[src/rtl/dmem_pkg.sv]
// rtl/dmem_pkg.sv - shared types and helpers for the data-memory access sequencer
package dmem_pkg;

  typedef enum logic [1:0] {
    S_IDLE,
    S_REQ,
    S_WAIT_R,
    S_DONE
  } state_e;

  typedef enum logic [1:0] {
    SZ_BYTE,
    SZ_HALF,
    SZ_WORD
  } size_e;

  localparam int unsigned TIMEOUT_DEFAULT = 255;

  // lsb takes priority if both size bits are set
  function automatic size_e decode_size(input logic lsb, input logic lsh);
    if (lsb) return SZ_BYTE;
    if (lsh) return SZ_HALF;
    return SZ_WORD;
  endfunction

  function automatic logic is_misaligned(input size_e size, input logic [1:0] lo);
    case (size)
      SZ_HALF: return lo[0];
      SZ_WORD: return |lo;
      default: return 1'b0;
    endcase
  endfunction

  function automatic logic [31:0] store_lanes(input size_e size, input logic [31:0] wdata);
    case (size)
      SZ_BYTE: return {4{wdata[7:0]}};
      SZ_HALF: return {2{wdata[15:0]}};
      default: return wdata;
    endcase
  endfunction

endpackage

[src/rtl/dmem_access_ctrl_if.sv]
// rtl/dmem_access_ctrl_if.sv - valid/grant data-memory bus between sequencer and memory
interface dmem_access_ctrl_if;
  logic        o_bus_req;
  logic        o_bus_we;
  logic [31:0] o_bus_addr;
  logic [31:0] o_bus_wdata;
  logic [3:0]  o_bus_be;
  logic        i_bus_gnt;
  logic        i_bus_rvalid;
  logic [31:0] i_bus_rdata;

  modport master (
    output o_bus_req, o_bus_we, o_bus_addr, o_bus_wdata, o_bus_be,
    input  i_bus_gnt, i_bus_rvalid, i_bus_rdata
  );

  modport slave (
    input  o_bus_req, o_bus_we, o_bus_addr, o_bus_wdata, o_bus_be,
    output i_bus_gnt, i_bus_rvalid, i_bus_rdata
  );
endinterface

[src/rtl/load_align.sv]
// rtl/load_align.sv - lane select and sign/zero extension of a read word
module load_align
  import dmem_pkg::*;
(
  input  logic [31:0] i_rdata,
  input  logic [1:0]  i_addr,
  input  size_e       i_size,
  input  logic        i_signext,
  output logic [31:0] o_data
);
  logic [7:0]  lane_b;
  logic [15:0] lane_h;

  always_comb begin
    lane_b = i_rdata[{i_addr, 3'b000} +: 8];
    lane_h = i_addr[1] ? i_rdata[31:16] : i_rdata[15:0];
    case (i_size)
      SZ_BYTE: o_data = {{24{i_signext & lane_b[7]}}, lane_b};
      SZ_HALF: o_data = {{16{i_signext & lane_h[15]}}, lane_h};
      default: o_data = i_rdata;
    endcase
  end
endmodule

[src/rtl/dmem_access_ctrl.sv]
// rtl/dmem_access_ctrl.sv - MEM-stage load/store sequencer for a multi-cycle data bus
module dmem_access_ctrl
  import dmem_pkg::*;
#(
  parameter int unsigned TIMEOUT = TIMEOUT_DEFAULT
) (
  input  logic                  i_clk,
  input  logic                  i_reset,
  input  logic                  i_mem_mem2reg,
  input  logic                  i_mem_wmem,
  input  logic                  i_mem_lsb,
  input  logic                  i_mem_lsh,
  input  logic                  i_mem_loadsignext,
  input  logic [3:0]            i_data_be,
  input  logic [31:0]           i_mem_addr,
  input  logic [31:0]           i_mem_wdata,
  output logic                  o_stall,
  output logic                  o_load_valid,
  output logic [31:0]           o_load_data,
  output logic                  o_misalign,
  output logic                  o_timeout,
  dmem_access_ctrl_if.master    bus
);
  localparam int unsigned CW = $clog2(TIMEOUT + 1);

  state_e        state_q, state_d;
  logic [CW-1:0] cnt_q, cnt_d;
  logic          req_q, req_d, we_q, we_d, ld_q, ld_d, sext_q, sext_d;
  size_e         size_q, size_d;
  logic [1:0]    lo_q, lo_d;
  logic [31:0]   addr_q, addr_d, wdata_q, wdata_d, load_data_q, load_data_d;
  logic [3:0]    be_q, be_d;
  logic          load_valid_q, load_valid_d, misalign_q, misalign_d, timeout_q, timeout_d;
  logic          access, expired;
  size_e         in_size;
  logic [31:0]   aligned;

  assign access  = i_mem_mem2reg | i_mem_wmem;
  assign in_size = decode_size(i_mem_lsb, i_mem_lsh);
  assign expired = (cnt_q == CW'(TIMEOUT - 1));

  load_align u_align (
    .i_rdata   (bus.i_bus_rdata),
    .i_addr    (lo_q),
    .i_size    (size_q),
    .i_signext (sext_q),
    .o_data    (aligned)
  );

  always_comb begin
    state_d      = state_q;
    cnt_d        = cnt_q;
    we_d         = we_q;
    ld_d         = ld_q;
    sext_d       = sext_q;
    size_d       = size_q;
    lo_d         = lo_q;
    addr_d       = addr_q;
    wdata_d      = wdata_q;
    be_d         = be_q;
    load_data_d  = load_data_q;
    load_valid_d = 1'b0;
    misalign_d   = 1'b0;
    timeout_d    = 1'b0;
    case (state_q)
      S_IDLE: begin
        if (access) begin
          ld_d = ~i_mem_wmem;
          if (is_misaligned(in_size, i_mem_addr[1:0])) begin
            state_d      = S_DONE;
            misalign_d   = 1'b1;
            load_valid_d = ~i_mem_wmem;
            load_data_d  = '0;
          end else begin
            state_d = S_REQ;
            cnt_d   = '0;
            we_d    = i_mem_wmem;
            addr_d  = {i_mem_addr[31:2], 2'b00};
            lo_d    = i_mem_addr[1:0];
            size_d  = in_size;
            sext_d  = i_mem_loadsignext;
            be_d    = (in_size == SZ_WORD) ? 4'b1111 : i_data_be;
            wdata_d = store_lanes(in_size, i_mem_wdata);
          end
        end
      end
      S_REQ: begin
        cnt_d = cnt_q + CW'(1);
        if (bus.i_bus_gnt) begin
          state_d = ld_q ? S_WAIT_R : S_DONE;
        end else if (expired) begin
          state_d      = S_DONE;
          timeout_d    = 1'b1;
          load_valid_d = ld_q;
          if (ld_q) load_data_d = '0;
        end
      end
      S_WAIT_R: begin
        cnt_d = cnt_q + CW'(1);
        // a response in the expiry cycle still completes normally
        if (bus.i_bus_rvalid) begin
          state_d      = S_DONE;
          load_valid_d = 1'b1;
          load_data_d  = aligned;
        end else if (expired) begin
          state_d      = S_DONE;
          timeout_d    = 1'b1;
          load_valid_d = 1'b1;
          load_data_d  = '0;
        end
      end
      default: state_d = S_IDLE;
    endcase
    req_d = (state_d == S_REQ);
  end

  always_ff @(posedge i_clk or posedge i_reset) begin
    if (i_reset) begin
      state_q      <= S_IDLE;
      cnt_q        <= '0;
      req_q        <= 1'b0;
      we_q         <= 1'b0;
      ld_q         <= 1'b0;
      sext_q       <= 1'b0;
      size_q       <= SZ_WORD;
      lo_q         <= 2'b00;
      addr_q       <= '0;
      wdata_q      <= '0;
      be_q         <= 4'b0000;
      load_data_q  <= '0;
      load_valid_q <= 1'b0;
      misalign_q   <= 1'b0;
      timeout_q    <= 1'b0;
    end else begin
      state_q      <= state_d;
      cnt_q        <= cnt_d;
      req_q        <= req_d;
      we_q         <= we_d;
      ld_q         <= ld_d;
      sext_q       <= sext_d;
      size_q       <= size_d;
      lo_q         <= lo_d;
      addr_q       <= addr_d;
      wdata_q      <= wdata_d;
      be_q         <= be_d;
      load_data_q  <= load_data_d;
      load_valid_q <= load_valid_d;
      misalign_q   <= misalign_d;
      timeout_q    <= timeout_d;
    end
  end

  assign o_stall         = access & (state_q != S_DONE) & ~i_reset;
  assign o_load_valid    = load_valid_q;
  assign o_load_data     = load_data_q;
  assign o_misalign      = misalign_q;
  assign o_timeout       = timeout_q;
  assign bus.o_bus_req   = req_q;
  assign bus.o_bus_we    = we_q;
  assign bus.o_bus_addr  = addr_q;
  assign bus.o_bus_wdata = wdata_q;
  assign bus.o_bus_be    = be_q;
endmodule

[src/flat_wrapper.sv]
// flat-port wrapper written by rule: the top's interface ports become plain ports
module dmem_access_ctrl_flat import dmem_pkg::*;
#(
  parameter int unsigned TIMEOUT = TIMEOUT_DEFAULT
)
  (i_clk, i_reset, i_mem_mem2reg, i_mem_wmem, i_mem_lsb, i_mem_lsh, i_mem_loadsignext, i_data_be, i_mem_addr, i_mem_wdata, o_stall, o_load_valid, o_load_data, o_misalign, o_timeout, bus_o_bus_req, bus_o_bus_we, bus_o_bus_addr, bus_o_bus_wdata, bus_o_bus_be, bus_i_bus_gnt, bus_i_bus_rvalid, bus_i_bus_rdata);
  dmem_access_ctrl_if bus_i ();
  input  logic i_clk;
  input  logic i_reset;
  input  logic i_mem_mem2reg;
  input  logic i_mem_wmem;
  input  logic i_mem_lsb;
  input  logic i_mem_lsh;
  input  logic i_mem_loadsignext;
  input  logic [3:0] i_data_be;
  input  logic [31:0] i_mem_addr;
  input  logic [31:0] i_mem_wdata;
  output logic o_stall;
  output logic o_load_valid;
  output logic [31:0] o_load_data;
  output logic o_misalign;
  output logic o_timeout;
  output wire logic [$bits(bus_i.o_bus_req)-1:0] bus_o_bus_req;
  output wire logic [$bits(bus_i.o_bus_we)-1:0] bus_o_bus_we;
  output wire logic [$bits(bus_i.o_bus_addr)-1:0] bus_o_bus_addr;
  output wire logic [$bits(bus_i.o_bus_wdata)-1:0] bus_o_bus_wdata;
  output wire logic [$bits(bus_i.o_bus_be)-1:0] bus_o_bus_be;
  input wire logic [$bits(bus_i.i_bus_gnt)-1:0] bus_i_bus_gnt;
  input wire logic [$bits(bus_i.i_bus_rvalid)-1:0] bus_i_bus_rvalid;
  input wire logic [$bits(bus_i.i_bus_rdata)-1:0] bus_i_bus_rdata;
  assign bus_o_bus_req = bus_i.o_bus_req;
  assign bus_o_bus_we = bus_i.o_bus_we;
  assign bus_o_bus_addr = bus_i.o_bus_addr;
  assign bus_o_bus_wdata = bus_i.o_bus_wdata;
  assign bus_o_bus_be = bus_i.o_bus_be;
  assign bus_i.i_bus_gnt = bus_i_bus_gnt;
  assign bus_i.i_bus_rvalid = bus_i_bus_rvalid;
  assign bus_i.i_bus_rdata = bus_i_bus_rdata;
  dmem_access_ctrl #(.TIMEOUT(TIMEOUT)) u_core (.i_clk(i_clk), .i_reset(i_reset), .i_mem_mem2reg(i_mem_mem2reg), .i_mem_wmem(i_mem_wmem), .i_mem_lsb(i_mem_lsb), .i_mem_lsh(i_mem_lsh), .i_mem_loadsignext(i_mem_loadsignext), .i_data_be(i_data_be), .i_mem_addr(i_mem_addr), .i_mem_wdata(i_mem_wdata), .o_stall(o_stall), .o_load_valid(o_load_valid), .o_load_data(o_load_data), .o_misalign(o_misalign), .o_timeout(o_timeout), .bus(bus_i));
endmodule
[config.mk]
export PLATFORM = sky130hd
export DESIGN_NAME = dmem_access_ctrl_flat
export DESIGN_NICKNAME = d
export VERILOG_FILES = /design/src/rtl/dmem_pkg.sv /design/src/rtl/dmem_access_ctrl_if.sv /design/src/rtl/load_align.sv /design/src/rtl/dmem_access_ctrl.sv /design/src/flat_wrapper.sv
export SDC_FILE = /design/constraint.sdc
export NUM_CORES = 1
export LEC_CHECK = 0
export ABC_AREA = 1
export BUFFER_PORTS_ARGS = -buffer_cell sky130_fd_sc_hd__buf_2
export CAP_MARGIN = 30
export CORE_MARGIN = 5
export CORE_UTILIZATION = 39
export CTS_CLUSTER_SIZE = 8
export DETAILED_ROUTE_END_ITERATION = 8
export PLACE_DENSITY_LB_ADDON = 0.25
export RECOVER_POWER = 100
export SYNTH_ARGS = -nofsm -noshare
export SYNTH_HDL_FRONTEND = slang
export SYNTH_SLANG_ARGS = --single-unit
[constraint.sdc]
create_clock -name i_clk -period 5.2 [get_ports i_clk]
set_clock_uncertainty 0.05 [all_clocks]
set_input_delay 0.78 -clock i_clk [delete_from_list [all_inputs] [get_ports i_clk]]
set_output_delay 0.78 -clock i_clk [all_outputs]
set_load 0.005 [all_outputs]
==> flow_summary.json, run 1 <==
{
  "maxCapViolations": 0,
  "synthesis.instances": 750,
  "vias": 5507,
  "grt_antenna_before_repair": 0,
  "place_ws_ps": 2460,
  "cp_top_family": "simple AND/OR/NAND/NOR gates",
  "worstPathArrival_ps": 2970,
  "path_buf_inv": 1,
  "period_share": 0.527,
  "drv_slew": 0,
  "core_area_um2": 14500,
  "start_kind": "flip-flop",
  "grt_pass1_wl_mm": 27.9,
  "final_nets": 1069,
  "cp_cell_sequence": "clkinv_1, nand2_1, nand3_1, nand4_1, nand3_1, nand2_1, o21ai_0",
  "fp.dieH_um": 132,
  "rows": 44,
  "yosys_warnings": 0,
  "grt_pass1_vias": 5455,
  "fin_crit_ps": 2740,
  "fillers": 1537,
  "power_mw": 4.19,
  "fin_util": 0.509,
  "swShare": 0.397,
  "crit_cells": 7,
  "syn2layout_area_growth_pct": 27.7,
  "cts_tree": "yes",
  "p_int_mw": 2.53,
  "p_leak_nw": 3.95,
  "cp-end-kind": "flip-flop",
  "initial_core_util": 0.399,
  "most-common-layout-cells": "nand2_1 (362), buf_2 (130), dfrtp_1 (118)",
  "post-cts-setup-buffers": 0,
  "vias_per_cell": 4.79,
  "numCtsBuffers": 17,
  "power_density_nw_per_um2": 567,
  "dp_cells": 1118,
  "fp.dieW_um": 132,
  "portBuffers": 212,
  "io_pins": 215,
  "slowest_stage": "dfrtp_1",
  "path_clk_slew_ps": 60,
  "gp_congestion": 0.871,
  "dp_hpwl_mm": 12.5,
  "syn_area_um2": 5800,
  "finalSetupViolCount": 0,
  "avgRoutedWirePerCell_um": 14.9,
  "setup_ws_ps": 2460,
  "htree_levels": 4,
  "dr.pass1.iters": 5,
  "crit_type": "flip-flop to flip-flop",
  "dieArea_um2": 17400,
  "dpl_cell_area_um2": 6960,
  "p_switching_mw": 1.67,
  "drtIter0Drc": 381,
  "final_hold_viol_count": 0,
  "slew_headroom": 0.394,
  "tightestPinTransition_ps": 910,
  "critPathMaxStageDelay_ps": 530,
  "ys_seq_area_frac": 0.514,
  "clkPwrFrac": 0.269,
  "root_buffer": "clkbuf_16",
  "rsz0062_at_grt": "no",
  "path_max_fanout": 17,
  "diodes": 0,
  "ys_ff_latch": 119,
  "whs_path_depth": 2,
  "layout-drive-gt1-share": 0.205,
  "avgSynthCellArea_um2": 7.73,
  "drc": 0,
  "postCtsResizedCells": 0,
  "final_common_cell": "nand2_1",
  "clock-sinks": 119,
  "tns_ps": 0,
  "drt_wl_total_mm": 17.2,
  "gr-total-overflow": 0,
  "clk_latency_ps": 420,
  "hold_class": "flip-flop to flip-flop",
  "stdcell_area_um2": 7400,
  "crit_required_ps": 5430,
  "status": "finished clean",
  "fmax_mhz": 365,
  "cts_buffer_depth": 2,
  "worst_hold_slack_ps": 415,
  "ys_types": 35,
  "cts_hold_buf": 0,
  "antenna_left": 0,
  "peakVddDrop_mv": 0.276,
  "seqPwrFrac": 0.366,
  "combPwrFrac": 0.365,
  "grt_max_degree": 68,
  "grt_usage": 0.197,
  "reg2reg_depth": 7,
  "final_cell_count_no_fill": 1150
}
[routing by layer]
metal  GRT usage  wire (um)
met3      0.0710       1460
met1       0.252       7420
met2       0.307       7860
met4      0.0726        423
met5           0          0
[cell families after synthesis]
group	share of synthesized area
and+or+nand+nor	0.329
DFF	0.514
AOI/OAI and AO/OA	0.0799
buffers and inverters	0.0581
adders and majority gates	0.0151
xor gates and xnor gates	0.00302
other	0.000647
[area by class of cell]
cell class	instances	area, um2	share of cell area
multi-input cells	559	2470	0.334
repair buffers	218	1010	0.137
clock buffers	18	429	0.0580
clock inverters	14	135	0.0183
well taps	184	230	0.0311
flip-flops and latches	119	2980	0.403
inverters	38	146	0.0198
[worst paths after layout]
kind	startpoint	slack (ps)	end
min	u_core.bus.o_bus_addr[19]$_DFFE_PP0P_	420	u_core.bus.o_bus_addr[19]$_DFFE_PP0P_
min in group asynchronous	i_reset	560	u_core.o_misalign$_DFF_PP0_
max in group asynchronous	i_reset	3980	u_core.bus.o_bus_be[1]$_DFFE_PP0P_
max reg2reg	u_core.lo_q[1]$_DFFE_PP0P_	2460	u_core.o_load_data[23]$_DFFE_PP0P_
min reg2reg	u_core.bus.o_bus_addr[19]$_DFFE_PP0P_	420	u_core.bus.o_bus_addr[19]$_DFFE_PP0P_
max	u_core.lo_q[1]$_DFFE_PP0P_	2460	u_core.o_load_data[23]$_DFFE_PP0P_
[tightest hold or removal path, delay by kind of cell (launching register included)]
kind,cells,cell delay [ps]
DFF,1,330
and+or+nand+nor,2,100
[flip-flops by register name, indices dropped and copies added (netlist names)]
signal and cells:
u_core.bus.o_bus_addr 30, u_core.bus.o_bus_wdata 32, u_core.o_misalign 1, u_core.o_load_valid 1
u_core.o_load_data 32, u_core.bus.o_bus_we 1, u_core.bus.o_bus_be 4, u_core.size_q 2
u_core.sext_q 1, u_core.lo_q 2, u_core.bus.o_bus_req 1, u_core.cnt_q 8
u_core.o_timeout 1, u_core.ld_q 1, u_core.state_q 2
[synthesized netlist by cell type (all sizes together)]
library cell  number  share of area
o21bai             1         0.0013
clkinv             1        0.00065
nand3b             1         0.0013
conb               1        0.00065
nand4              6         0.0076
nor3               2         0.0017
dfrtp            118           0.51
inv               37          0.024
nand3             40          0.038
nand2            374           0.25
o21ai             58          0.050
a21oi             20          0.017
dfstp              1         0.0045
or2               10          0.011
xor2               2         0.0030
nor2              26          0.022
ha                 7          0.015
clkbuf            15         0.0097
a21boi             1         0.0013
buf               20          0.023
a31oi              8         0.0086
a21o               1         0.0013
[power by group through the flow]
stage / Sequential [mW] / Combinational, mW / Clock (mW)
5_1_grt: 1.58 / 1.76 / 1.19
6_report: 1.54 / 1.53 / 1.13
3_5_place_dp: 1.53 / 1.65 / 0
4_1_cts: 1.53 / 1.64 / 1.15
2_1_floorplan: 1.52 / 1.00 / 0
3_3_place_gp: 1.54 / 1.59 / 0
No activity file was read; power rests on OpenSTA's default activity.
==> inputs of run 2 (changes only) <==
--- a/config.mk
+++ b/config.mk
@@ -5,7 +5,7 @@
 export SDC_FILE = /design/constraint.sdc
 export NUM_CORES = 1
 export LEC_CHECK = 0
-export ABC_AREA = 1
+export ABC_AREA = 0
 export BUFFER_PORTS_ARGS = -buffer_cell sky130_fd_sc_hd__buf_2
 export CAP_MARGIN = 30
 export CORE_MARGIN = 5
==> constraint.sdc (replaced) <==
create_clock -name i_clk -period 2.8 [get_ports i_clk]
set_clock_uncertainty 0.05 [all_clocks]
set_input_delay 0.42 -clock i_clk [delete_from_list [all_inputs] [get_ports i_clk]]
set_output_delay 0.42 -clock i_clk [all_outputs]
set_load 0.005 [all_outputs]
==> run 2 against run 1 <==
Routed wire length shrank 10%. Global-route usage shrank 1.9 points. Highest routed layer unchanged. Critical path type unchanged. Area after synthesis shrank 0.19%. Sequential power grew 93%. Combinational power grew 82%. Hold slack lost 220 ps.
==> flow_summary.json, run 2 <==
{
  "status": "finished clean",
  "grt_usage": 0.178,
  "peakVddDrop_mv": 0.705,
  "worst_hold_slack_ps": 199,
  "worstReg2RegEnd": "u_core.o_load_data[29]$_DFFE_PP0P_",
  "worstPathArrival_ps": 2550,
  "finalSetupViolCount": 0,
  "dieArea_um2": 17400,
  "yosysTopAreaCellShare": 0.510,
  "reg2reg_from": "u_core.lo_q[1]$_DFFE_PP0P_",
  "core_area_um2": 14500,
  "maxCapViolations": 0,
  "drc": 0,
  "drtIter0Drc": 323,
  "final_common_cell": "buf_2",
  "ys.flop_type": "dfrtp_1",
  "cts_buffer_depth": 2,
  "reg2reg_depth": 5,
  "syn2layout_area_growth_pct": 27.6,
  "fin_util": 0.508,
  "vias_per_cell": 5.15,
  "hold_class": "input pin to flip-flop",
  "fmax_mhz": 435,
  "grt_pass1_wl_mm": 25.3,
  "r2r_slack_ps": 500,
  "dpl_cell_area_um2": 6930,
  "grt_antenna_before_repair": 0,
  "crit_end": "u_core.o_load_data[29]$_DFFE_PP0P_",
  "tightestPinTransition_ps": 1490,
  "diodes": 0,
  "cts_hold_buf": 0,
  "drt_wl_total_mm": 15.4,
  "rows": 44,
  "initial_core_util": 0.398,
  "cp-end-kind": "flip-flop",
  "synthTopCellsByArea": "dfrtp_1 (51%), mux2_2 (8.0%), nand2_1 (4.8%), mux2i_1 (4.5%), o21ai_0 (3.8%)",
  "ys_seq_area_frac": 0.515,
  "antenna_left": 0,
  "fp.dieW_um": 132,
  "synth_most_common_cell": "dfrtp_1",
  "most-common-layout-cells": "buf_2 (144), dfrtp_1 (118), nand2_1 (74)",
  "io_pins": 215,
  "p_leak_nw": 3.49,
  "start_kind": "flip-flop",
  "ys_types": 50,
  "syn_area_um2": 5780,
  "portBuffers": 212,
  "gp_congestion": 0.804,
  "drv_slew": 0,
  "htree_levels": 4,
  "grt_max_degree": 103,
  "slew_headroom": 0.00413,
  "grt_pass1_vias": 4996,
  "final_hold_viol_count": 0,
  "rsz0062_at_grt": "no",
  "period_share": 0.821,
  "vias": 4874,
  "clk_latency_ps": 400,
  "cts_tree": "yes",
  "path_max_fanout": 26,
  "synth_edf_count": 0,
  "setup_ws_ps": 501,
  "layout-drive-gt1-share": 0.303,
  "root_buffer": "clkbuf_16",
  "fillers": 1398,
  "avgSynthCellArea_um2": 10.5,
  "clock-sinks": 119,
  "ys_ff_latch": 119,
  "synth_top_cell_by_area": "dfrtp_1",
  "tns_ps": 0,
  "setup.worst_path.start": "u_core.lo_q[1]$_DFFE_PP0P_",
  "dr.pass1.iters": 4,
  "path_clk_slew_ps": 50,
  "place_ws_ps": 581,
  "crit_required_ps": 3050,
  "stdcell_area_um2": 7380,
  "synthesis.instances": 553,
  "post-cts-setup-buffers": 0,
  "fp.dieH_um": 132,
  "yosys-top-cells-count": "dfrtp_1 (118), nand2_1 (74), o21ai_0 (44)",
  "power_density_nw_per_um2": 1060,
  "final_nets": 866,
  "postCtsResizedCells": 0,
  "dp_hpwl_mm": 11.6,
  "gr-total-overflow": 0,
  "fin_crit_ps": 2300,
  "async_flop_share": 1.00,
  "avgRoutedWirePerCell_um": 16.3,
  "yosys_warnings": 0,
  "numCtsBuffers": 17,
  "crit_type": "flip-flop to flip-flop"
}
[run 2: changes by cell type in the layout (fill, tap and decap cells not counted), sizes merged, moves of 10 or more]
| cell | delta |
|---|---|
| a21oi | +20 |
| a22o | +10 |
| buf | +12 |
| inv | -23 |
| mux2 | +41 |
| mux2i | +26 |
| nand2 | -300 |
| nand3 | -37 |
| nor2b | +16 |
| o21ai | +14 |
| or2 | -10 |
[run 2: layout make-up]
class	count	area (um2)	share of cell area
timing repair buffer	219	1040	0.140
sequential	119	2980	0.404
tap	184	230	0.0312
multi-input combinational	379	2500	0.339
inverter	14	53.8	0.00729
clock buffer	24	482	0.0653
clock inverter	8	96.3	0.0131
[run 2: stage by stage]
step | std cells | power [mW]
after floorplan | 554 | 4.91
after global placement | 915 | 5.85
after detailed placement | 915 | 5.98
after CTS | 947 | 8.12
after global routing | 947 | 8.44
final | 947 | 7.85
[run 2: per-layer routing]
layer  vias up  routed length, um  GRT usage
met3        14               1310     0.0737
li1       2354                  -          -
met5         -                  0          0
met2       188               7560      0.296
met1      2318               6420      0.212
met4         0                156     0.0486
[run 2: worst min-delay path by stage]
stage | from | to | cells past startpoint
5_1_grt | i_mem_addr[23] | u_core.bus.o_bus_addr[23]$_DFFE_PP0P_ | 2
3_5_place_dp | u_core.o_load_data[27]$_DFFE_PP0P_ | u_core.o_load_data[27]$_DFFE_PP0P_ | 2
6_report | i_mem_addr[14] | u_core.bus.o_bus_addr[14]$_DFFE_PP0P_ | 2
2_1_floorplan | u_core.lo_q[0]$_DFFE_PP0P_ | u_core.lo_q[0]$_DFFE_PP0P_ | 2
3_3_place_gp | u_core.o_load_data[21]$_DFFE_PP0P_ | u_core.o_load_data[21]$_DFFE_PP0P_ | 2
4_1_cts | i_mem_addr[12] | u_core.bus.o_bus_addr[12]$_DFFE_PP0P_ | 2
[run 2: kinds of logic after synthesis]
group                    share of synthesized area
other                                     0.000648
AO/OA/AOI/OAI                                0.184
flip-flops                                   0.515
multiplexers                                 0.125
buffers and inverters                       0.0478
adder cells (fa/ha/maj)                     0.0151
AND/OR/NAND/NOR                              0.113
[run 2: power breakdown]
part | leakage, nW | switching (mW) | total, mW | internal, mW
Sequential | 1.51 | 0.531 | 2.97 | 2.44
Clock | 0.284 | 0.721 | 2.10 | 1.38
Combinational | 1.70 | 1.54 | 2.78 | 1.24
Total | 3.49 | 2.79 | 7.85 | 5.06
[run 2: critical path: stages (launching register included)]
cell     delay, ps
dfrtp_1        860
mux2i_1        250
o32ai_2        350
o21a_2         390
a21oi_1         80
o21ai_0        220
==> inputs of run 3 (changes only) <==
==> constraint.sdc (replaced) <==
create_clock -name i_clk -period 2 [get_ports i_clk]
set_clock_uncertainty 0.05 [all_clocks]
set_input_delay 0.3 -clock i_clk [delete_from_list [all_inputs] [get_ports i_clk]]
set_output_delay 0.3 -clock i_clk [all_outputs]
set_load 0.005 [all_outputs]
==> run 3 against run 2 <==
Sequential power is 37% higher. Critical path type unchanged. Global-route usage up 0.18 points. Critical path depth grew 2. Cell area rose by 2.4%. Via count rose by 0.10%.
==> flow_summary.json, run 3 (synthesis gave the netlist of run 2 again) <==
{
  "status": "finished clean",
  "r2r_slack_ps": 110,
  "dp_hpwl_mm": 11.7,
  "use_met3": 0.0729,
  "fin_crit_ps": 1890,
  "grt_max_degree": 120,
  "start_kind": "flip-flop",
  "place_ws_ps": 33.7,
  "initial_core_util": 0.398,
  "core_area_um2": 14500,
  "worstPathArrival_ps": 2160,
  "grt_util_met1": 0.211,
  "crit_required_ps": 2270,
  "most-common-layout-cells": "buf_2 (144), dfrtp_1 (117), nand2_1 (73)",
  "cp-end-kind": "flip-flop",
  "final_nets": 878,
  "final_hold_viol_count": 0,
  "period_share": 0.944,
  "grt_use_met2": 0.300,
  "fp.dieW_um": 132,
  "drc": 0,
  "crit_type": "flip-flop to flip-flop",
  "rsz0062_at_grt": "no",
  "reg2reg_depth": 7,
  "slowest_stage": "or4_1",
  "critPathMaxStageDelay_ps": 490,
  "diodes": 0,
  "numCtsBuffers": 17,
  "final_common_cell": "buf_2",
  "peakVddDrop_mv": 0.725,
  "drt_wl_total_mm": 15.5,
  "finalSetupViolCount": 0,
  "gr-total-overflow": 0,
  "cts_buffer_depth": 2,
  "busiest_layer": "met2",
  "io_pins": 215,
  "antenna_left": 0,
  "maxCapViolations": 0,
  "cts_hold_buf": 0,
  "dr.pass1.iters": 4,
  "slew_headroom": 0.571,
  "final_cell_count_no_fill": 958,
  "hold_class": "input pin to async pin",
  "grt_pass1_wl_mm": 25.7,
  "grt_usage": 0.179,
  "path_clk_slew_ps": 50,
  "setup.worst_path.start": "u_core.state_q[0]$_DFF_PP0_",
  "grt_pass1_vias": 5143,
  "root_buffer": "clkbuf_16",
  "rows": 44,
  "worstReg2RegEnd": "u_core.cnt_q[5]$_DFFE_PP0P_",
  "setup_ws_ps": 112,
  "fmax_mhz": 530,
  "gp_congestion": 0.833,
  "tightestPinTransition_ps": 643,
  "portBuffers": 212,
  "fin_util": 0.520,
  "cts_tree": "yes",
  "drv_slew": 0,
  "path_buf_inv": 2,
  "power_mw": 11.3,
  "cp_cell_sequence": "inv_1, ha_1, buf_4, nor2b_2, a21oi_2, or4_1, a21oi_1",
  "layout-drive-gt1-share": 0.327,
  "htree_levels": 4,
  "dp_cells": 925,
  "dieArea_um2": 17400,
  "vias_per_cell": 5.09,
  "avgRoutedWirePerCell_um": 16.2,
  "tns_ps": 0,
  "reg2reg_from": "u_core.state_q[0]$_DFF_PP0_",
  "clk_latency_ps": 400,
  "grt_antenna_before_repair": 1,
  "p_leak_nw": 3.56,
  "drtIter0Drc": 229,
  "fp.dieH_um": 132,
  "cp_top_family": "simple AND/OR/NAND/NOR gates",
  "path_max_fanout": 9,
  "syn2layout_area_growth_pct": 30.7,
  "vias": 4879,
  "power_density_nw_per_um2": 1500,
  "clock-sinks": 119
}
run 3: timing repair:
| item | 4_1_cts | 5_1_grt |
|---|---|---|
| setup endpoints to repair | 0 | 34 |
| gates resized for setup | 0 | 6 |
| hold endpoints to repair | 0 | 0 |
| buffers inserted | 0 | 2 |
run 3: stage by stage:
| stage | instance area [um2] | hold WS [ps] |
|---|---|---|
| 6_report | 7560 | 46.5 |
| 5_1_grt | 7560 | 53.3 |
| 4_1_cts | 7630 | 54.1 |
| 3_5_place_dp | 7060 | 410 |
| 3_3_place_gp | 7060 | 407 |
| 2_1_floorplan | 5790 | 362 |
run 3: metal layers:
metal / share of wire / wire, um
met4: 0.013 / 204
met2: 0.48 / 7430
met5: 0.00058 / 9
met3: 0.083 / 1290
met1: 0.42 / 6550
run 3: worst max path at each step:
stage                                         to  cells after the start
3_5_place_dp         u_core.cnt_q[5]$_DFFE_PP0P_                      7
4_1_cts              u_core.cnt_q[5]$_DFFE_PP0P_                      7
5_1_grt        u_core.o_load_data[8]$_DFFE_PP0P_                      7
6_report             u_core.cnt_q[5]$_DFFE_PP0P_                      7
3_3_place_gp   u_core.o_load_data[7]$_DFFE_PP0P_                      7
2_1_floorplan        u_core.cnt_q[5]$_DFFE_PP0P_                      8
run 3: cell type report:
type                    count  area, um2
well taps                 184        230
flip-flops and latches    119       2980
multi-input cells         379       2540
repair buffers            231       1180
clock buffers              23        478
clock inverters             8       97.6
inverters                  14       53.8
fillers                  1391       6970
run 3: power by group:
part,switching [mW],total [mW],internal [mW]
registers,0.635,4.06,3.42
logic,2.34,4.32,1.97
clock network,1.02,2.94,1.92
run 3: worst reg2reg max path, cell delays in order (launching register included):
cell     delay [ps]
dfrtp_1         410
inv_1            90
ha_1            210
buf_4           170
nor2b_2         130
a21oi_2          80
or4_1           490
a21oi_1         170
